<file path="config.mk">
export PLATFORM = sky130hd
export DESIGN_NAME = piece_sequencer
export DESIGN_NICKNAME = d
export VERILOG_FILES = /design/src/rtl/piece_sequencer.sv
export SDC_FILE = /design/constraint.sdc
export NUM_CORES = 1
export LEC_CHECK = 0
export BUFFER_PORTS_ARGS = -buffer_cell sky130_fd_sc_hd__buf_2
export CAP_MARGIN = 10
export CORE_MARGIN = 4
export CORE_UTILIZATION = 55
export DETAILED_ROUTE_END_ITERATION = 12
export GPL_TIMING_DRIVEN = 1
export MAX_ROUTING_LAYER = met4
export PLACE_DENSITY = 0.83
export SLEW_MARGIN = 20
export SYNTH_ARGS = -nofsm -noshare
export SYNTH_HDL_FRONTEND = slang
export SYNTH_SLANG_ARGS = --single-unit
</file>
<file path="constraint.sdc">
create_clock -name clk -period 2.9 [get_ports clk]
set_clock_uncertainty 0.05 [all_clocks]
set_input_delay 0.435 -clock clk [delete_from_list [all_inputs] [get_ports clk]]
set_output_delay 0.435 -clock clk [all_outputs]
set_load 0.005 [all_outputs]
</file>
<file path="src/rtl/piece_sequencer.sv">
// piece_sequencer: free-running Galois LFSR feeding a two-slot piece queue
// (head + preview). Pieces are issued one at a time over spawn_req/spawn_ack.
// Optional build macro PIECE_SEQ_NO_REPEAT_EN: a candidate equal to the most
// recently accepted type is also rejected.
module piece_sequencer #(
  parameter logic [15:0] SEED      = 16'h0001,
  parameter int unsigned NUM_TYPES = 5
) (
  input  logic        clk,
  input  logic        reset,
  input  logic        restart,
  input  logic        spawn_req,
  output logic        spawn_ack,
  output logic [2:0]  spawn_type,
  output logic [2:0]  preview_type,
  output logic        preview_valid,
  output logic        ready,
  output logic [15:0] pieces_issued
);

  localparam int unsigned LFSR_W = 16;
  localparam int unsigned TYPE_W = 3;
  localparam int unsigned CNT_W  = 16;

  localparam logic [LFSR_W-1:0] LFSR_TAPS = 16'hB400;
  // An all-zero seed would lock the LFSR, so it is replaced.
  localparam logic [LFSR_W-1:0] SEED_EFF  = (SEED == 16'h0000) ? 16'hACE1 : SEED;
  localparam logic [CNT_W-1:0]  CNT_MAX   = 16'hFFFF;
`ifdef PIECE_SEQ_NO_REPEAT_EN
  localparam logic [TYPE_W-1:0] TYPE_NONE = 3'd7;
`endif

  typedef enum logic [1:0] {
    ST_FILL  = 2'd0,
    ST_READY = 2'd1,
    ST_ISSUE = 2'd2
  } state_e;

  state_e              state_q, state_d;
  logic [LFSR_W-1:0]   lfsr_q, lfsr_d;
  logic [TYPE_W-1:0]   head_q, head_d;
  logic                head_v_q, head_v_d;
  logic [TYPE_W-1:0]   prev_q, prev_d;
  logic                prev_v_q, prev_v_d;
  logic [CNT_W-1:0]    cnt_q, cnt_d;
  logic                ack_q, ack_d;
  logic [TYPE_W-1:0]   spawn_type_q, spawn_type_d;
  logic [TYPE_W-1:0]   preview_type_q, preview_type_d;
  logic                preview_valid_q, preview_valid_d;
  logic                ready_q, ready_d;
`ifdef PIECE_SEQ_NO_REPEAT_EN
  logic [TYPE_W-1:0]   last_q, last_d;
`endif

  logic [TYPE_W-1:0]   cand;
  logic                cand_ok;

  // Candidate is the low bits of the LFSR before this cycle's step.
  always_comb begin
    cand = lfsr_q[TYPE_W-1:0];
`ifdef PIECE_SEQ_NO_REPEAT_EN
    cand_ok = (32'(cand) < NUM_TYPES) && (cand != last_q);
`else
    cand_ok = (32'(cand) < NUM_TYPES);
`endif
  end

  // Next-state: LFSR step, queue fill/shift, issue counter, restart clear.
  always_comb begin
    state_d  = state_q;
    lfsr_d   = (lfsr_q >> 1) ^ (lfsr_q[0] ? LFSR_TAPS : '0);
    head_d   = head_q;
    head_v_d = head_v_q;
    prev_d   = prev_q;
    prev_v_d = prev_v_q;
    cnt_d    = cnt_q;
`ifdef PIECE_SEQ_NO_REPEAT_EN
    last_d   = last_q;
`endif

    case (state_q)
      ST_FILL: begin
        if (cand_ok) begin
          if (!head_v_q) begin
            head_d   = cand;
            head_v_d = 1'b1;
          end else begin
            prev_d   = cand;
            prev_v_d = 1'b1;
            state_d  = ST_READY;
          end
`ifdef PIECE_SEQ_NO_REPEAT_EN
          last_d = cand;
`endif
        end
      end
      ST_READY: begin
        if (spawn_req) begin
          state_d = ST_ISSUE;
        end
      end
      ST_ISSUE: begin
        head_d   = prev_q;
        head_v_d = prev_v_q;
        prev_v_d = 1'b0;
        if (cnt_q != CNT_MAX) begin
          cnt_d = cnt_q + CNT_W'(1);
        end
        state_d = ST_FILL;
      end
      default: begin
        state_d = ST_FILL;
      end
    endcase

    // New game: empty queue and counter; LFSR keeps running unseeded.
    if (restart) begin
      state_d  = ST_FILL;
      head_d   = '0;
      head_v_d = 1'b0;
      prev_d   = '0;
      prev_v_d = 1'b0;
      cnt_d    = '0;
`ifdef PIECE_SEQ_NO_REPEAT_EN
      last_d   = TYPE_NONE;
`endif
    end
  end

  // Registered outputs derived from the next state; during ISSUE the preview
  // shows the piece that becomes head after this issue.
  always_comb begin
    ack_d           = 1'b0;
    spawn_type_d    = spawn_type_q;
    preview_type_d  = head_d;
    preview_valid_d = head_v_d;
    ready_d         = (state_d == ST_READY);
    if (state_d == ST_ISSUE) begin
      ack_d           = 1'b1;
      spawn_type_d    = head_q;
      preview_type_d  = prev_q;
      preview_valid_d = prev_v_q;
    end
    if (restart) begin
      spawn_type_d = '0;
    end
  end

  // State and data registers with synchronous active-high reset.
  always_ff @(posedge clk) begin
    if (reset) begin
      state_q         <= ST_FILL;
      lfsr_q          <= SEED_EFF;
      head_q          <= '0;
      head_v_q        <= 1'b0;
      prev_q          <= '0;
      prev_v_q        <= 1'b0;
      cnt_q           <= '0;
      ack_q           <= 1'b0;
      spawn_type_q    <= '0;
      preview_type_q  <= '0;
      preview_valid_q <= 1'b0;
      ready_q         <= 1'b0;
`ifdef PIECE_SEQ_NO_REPEAT_EN
      last_q          <= TYPE_NONE;
`endif
    end else begin
      state_q         <= state_d;
      lfsr_q          <= lfsr_d;
      head_q          <= head_d;
      head_v_q        <= head_v_d;
      prev_q          <= prev_d;
      prev_v_q        <= prev_v_d;
      cnt_q           <= cnt_d;
      ack_q           <= ack_d;
      spawn_type_q    <= spawn_type_d;
      preview_type_q  <= preview_type_d;
      preview_valid_q <= preview_valid_d;
      ready_q         <= ready_d;
`ifdef PIECE_SEQ_NO_REPEAT_EN
      last_q          <= last_d;
`endif
    end
  end

  // A reset or restart landing on the ISSUE cycle withdraws the ack at once.
  assign spawn_ack     = ack_q & ~reset & ~restart;
  assign spawn_type    = spawn_type_q;
  assign preview_type  = preview_type_q;
  assign preview_valid = preview_valid_q;
  assign ready         = ready_q;
  assign pieces_issued = cnt_q;

endmodule

</file>
* Word level (Yosys, flattened, before mapping)
Cells that the tools add are included.
** Cells by class
- Add/subtract/negate cells :: 1
- $lt $le $gt $ge :: 1
- Eq/ne operators :: 7
- Multiplexer cells :: 19
- Bitwise logic cells :: 5
- Reductions and logical operators :: 6
** Operators with widths (number)
- $add 16x1->16 const B :: 1
- $mux 16 :: 1
- $ne 16x16->1 const B :: 1
- $xor 15x16->16 :: 1
- $mux 3 :: 4
- $mux 2 :: 4
- $mux 1 :: 6
- $pmux 3 s2 :: 1
- $reduce_and 3->1 :: 2
- $eq 2x1->1 const B :: 2
- $eq 2x2->1 const B :: 2
- $ne 2x2->1 const B :: 2
- $pmux 1 s2 :: 2
- $pmux 2 s2 :: 1
- $lt 3x3->1 const B :: 1
- $and 1x1->1 :: 2
- $logic_not 2->1 :: 1
- $not 1->1 :: 2
- $reduce_and 2->1 :: 1
- $reduce_bool 2->1 :: 1
- $reduce_or 2->1 :: 1
** Storage, ports and cells
- Register bits :: 51
- Input bits :: 4
- Output and inout port bits :: 25
- Logic and storage cells :: 51

* Logic depth before layout (Yosys ltp)
- Depth after elaboration :: 6
- Mapped depth :: 6
- Depth with buffers taken out :: 5

* Worst setup path before layout
Ideal clock, no wire load.
- Kind :: flip-flop to flip-flop
- From :: register cnt_q[0] (netlist: pieces_issued[0])
- To :: register cnt_q[5] (netlist: pieces_issued[5])
- Library setup time :: 0.131 ns
- Arrival time :: 1.519 ns
- Data required time :: 2.719 ns
- Setup slack :: 1.200 ns
- Cell stages (with the launch flop) :: 7
- Buffers on the path :: 1
- Period minus slack after synthesis :: 1.700 ns
- Cell sequence :: dfxtp_1 -> ha_1 -> nand4_4 -> nor4_2 -> buf_4 -> or3_1 -> a21oi_1
** On the way
- Longest elaborated chain between the ends :: 2
- Elaborated cells between the ends (all ways) :: 3
- Those cells by class :: add/sub (1); eq/ne (1); reduce/logical (1)
** Ends and longest elaborated chain
- start, declared :: RTL line 45 : logic [CNT_W-1:0] cnt_q, cnt_d;
- start signal, assigned :: RTL line 174 : cnt_q <= cnt_d;
- parallel branches: the longest is 2 deep, another holds $add 16x1->16
Several ways; the timed one is not identified.
A chain may end at the register's enable or synchronous reset.

* Worst setup path after layout
- From :: register cnt_q[0] (netlist: pieces_issued[0])
- To :: register cnt_q[0] (netlist: pieces_issued[0])
The elaborated chain is that of the path after synthesis.

==> impl_metrics.toml <==
[yosys]
yosysSeqAreaShare_pct = 50.2
synthesis.area_per_instance_sq_um = 9.63
synth_net_count = 216
syn-cell-area_sq_um = 2030
ys_async_sr_fraction_pct = 0
ys_dominant_reg_cell = "sky130_fd_sc_hd__dfxtp_1"
top_cell_types_by_occurrence_after_synthesis = "sky130_fd_sc_hd__dfxtp_1, sky130_fd_sc_hd__nor2_1, sky130_fd_sc_hd__a21oi_1"
synth_top_cells_by_area = "sky130_fd_sc_hd__dfxtp_1, sky130_fd_sc_hd__a21oi_1, sky130_fd_sc_hd__nor2_1"
synthCells = 211
post_synthesis_adder_cell_area_fraction_pct = 0.616
synth_xor_area_share_pct = 1.29
muxShareOfSynthArea_pct = 3.45
synth_compound_area_share_pct = 15.0
synth-simple-area-share_pct = 26.2
synth_largest_area_cell = "sky130_fd_sc_hd__dfxtp_1"
synth.ff_latch_count = 51
synth_top_family_by_area = "simple AND/OR/NAND/NOR gates"
post-synth-top-area-fraction_pct = 50.2
yosysMostFrequentCell = "sky130_fd_sc_hd__dfxtp_1"
number_of_synthesized_flops_with_an_enable_pin = 0
yosysUniqueCellTypes = 48
yosysWarnings = 0

[cts]
clk_path_buf_depth = 2
cts_post_setup_buffers_inserted = 0
cell_at_the_root_of_the_clock_tree = "sky130_fd_sc_hd__clkbuf_8"
htree_num_levels = 2
clk_sink_count = 51
cts.hold.buffers_added = 0
cts_tree = "built"
postCtsResizedCells = 0
cts_made_buffers = 5
path_clk_slew_ns = 0.09
worstSkewPairLatency_ns = 0.30

[timing]
final_period_minus_worst_setup_slack_ns = 2.18
setup_viol = 0
timing.fmax_mhz = 460
fin_tns_setup_ns = 0
rsz_0062_raised_after_global_routing = "false"
period_share_pct = 75.0
hold_violations = 0
finalMaxSlewViolations = 0
tightestPinTransition_ns = 0.853
slew_headroom_pct = 42.6

[worst_setup_path]
crit_end_element = "flip-flop"
r2r_cells = 5
timing.reg2reg.setup_slack_ns = 0.72
critical_path_cell_with_the_highest_stage_delay = "sky130_fd_sc_hd__nor4_2"
criticalPathCategory = "flip-flop to flip-flop"
critPathBufInv = 0
critical_path.max_stage_delay_ns = 0.80
cp.required_ns = 3.02
r2r-end = "pieces_issued[0]$_SDFFE_PP0P_"
r2r_start = "pieces_issued[0]$_SDFFE_PP0P_"
cp_max_fo = 12
critPathArrivalTime_ns = 2.29
critical-path-top-delay-family = "simple AND/OR/NAND/NOR gates"
kind_of_start_point_of_the_critical_path = "flip-flop"
cp_cell_sequence = "ha_1 > nand4_4 > nor4_2 > or3_1 > a21oi_1"

[drt]
drt.antenna.violating_nets = 0
via_per_inst = 5.69
routed_wire_length_per_instance_um = 14.0
drcViolationCount = 0
dr.first_iter.drc_count = 145
routed-via-count = 1628
routed_wire_length_mm = 4.01
drtPass1Iterations = 4

[floorplan]
die_width_um = 68.8
row_count = 21
chipHeight_um = 68.8
initial_core_util_pct = 59.0
die_area_sq_um = 4730
design.portCount = 29
fp.coreArea_sq_um = 3440

[global_route]
busiest_layer = "met2"
grt_use_met3_pct = 5.35
antenna_found_initial = 0
grt_start_max_net_pins = 20
global_route.overflow_total = 0
globalRouteTotalUtil_pct = 20.0
first_global_vias = 1497
gr-usage-met1_pct = 24.1
grtUsageMet2_pct = 31.9
first_pass_grt_wire_length_mm = 6.91

[min_path]
hold_path_startpoint = "restart"
hold-path-endpoint = "preview_valid$_SDFF_PP0_"
holdCritPathClass = "primary input to flip-flop"
min_path_cells = 2

[final_layout]
final_layout_size_suffix_gt1_share_pct = 20.4
nNetsFinal = 244
antenna_cells_inserted = 0
stdcell_area_sq_um = 2330
fin_util_pct = 67.8
fillerInstances = 272
area_growth_from_synthesis_to_layout_pct = 14.9
finish.cell_count_without_fillers = 286

[placement]
detailedPlacementHpwl_mm = 2.73
placed_cells_incl_taps = 278
gp_congestion = 0.811
count_of_input_and_output_buffers = 28
cell_area_reported_after_detailed_placement_sq_um = 2200

[job]
drv.max_cap_violation_count = 0

[pwr]
pwr_density_cell_nw_per_um2 = 576
vdd_drop_max_mv = 0.402
power_mw = 1.35
cellLeakagePower_nw = 0.907

[status]
outcome = "completed"
## cell families after synthesis
group	after synthesis
adders and majority gates	1
xor gates and xnor gates	3
and+or+nand+nor	86
muxes	7
AOI/OAI and AO/OA	49
DFF	51
buffers and inverters	14
## cell type report
type	instances	area, sq um	area share, %
multi-input cells	146	946	40.5
flip-flops and latches	51	1020	43.7
inverters	5	18.8	0.804
clock inverters	3	67.6	2.89
repair buffers	30	155	6.65
well taps	46	57.6	2.47
clock buffers	5	68.8	2.95
## worst max path at each step
stage                                             start                       endpoint  slack, ns  depth (start not counted)
after floorplan           pieces_issued[0]$_SDFFE_PP0P_  pieces_issued[5]$_SDFFE_PP0P_       1.20                          6
after global placement    pieces_issued[0]$_SDFFE_PP0P_  pieces_issued[5]$_SDFFE_PP0P_       0.81                          5
after global routing      pieces_issued[0]$_SDFFE_PP0P_  pieces_issued[0]$_SDFFE_PP0P_       0.52                          5
final                     pieces_issued[0]$_SDFFE_PP0P_  pieces_issued[0]$_SDFFE_PP0P_       0.72                          5
after detailed placement  pieces_issued[0]$_SDFFE_PP0P_  pieces_issued[4]$_SDFFE_PP0P_       0.77                          5
after CTS                 pieces_issued[0]$_SDFFE_PP0P_  pieces_issued[0]$_SDFFE_PP0P_       0.73                          5
## metrics by stage
step	hold slack [ns]	setup slack [ns]
2_1_floorplan	0.364	1.20
3_3_place_gp	0.369	0.811
3_5_place_dp	0.379	0.770
4_1_cts	0.352	0.728
5_1_grt	0.358	0.516
6_report	0.357	0.725
## sequential cells by signal, indices dropped and copies added, names as in the netlist
register       count
prev_v_q           1
spawn_type         3
head_v_q           1
preview_type       3
pieces_issued     16
head_q             3
state_q            2
preview_valid      1
ack_q              1
lfsr_q            16
prev_q             3
ready              1
## where the power goes
group	internal [mW]	switching [mW]	leakage, nW	total (mW)
combinational	0.0205	0.0283	0.429	0.0487
clock	0.344	0.230	0.0644	0.574
sequential	0.714	0.00892	0.414	0.723
## routing by layer
| layer | share of wire [%] | vias up | wire length [um] |
|---|---|---|---|
| li1 | - | 819 | - |
| met4 | 1.7 | 0 | 68 |
| met5 | 0 | - | 0 |
| met1 | 44 | 769 | 1760 |
| met2 | 50 | 32 | 2000 |
| met3 | 4.3 | 8 | 171 |
## placed cells by master (no fill, tap or decap), drive strengths merged, types with 7 or more instances in the layout
master	count
a21oi	18
buf	30
dfxtp	51
mux2i	7
nand2	13
nor2	20
nor2b	12
o21ai	11
o31ai	7
or4	7
Note: power is estimated with default switching activity, not from simulation.
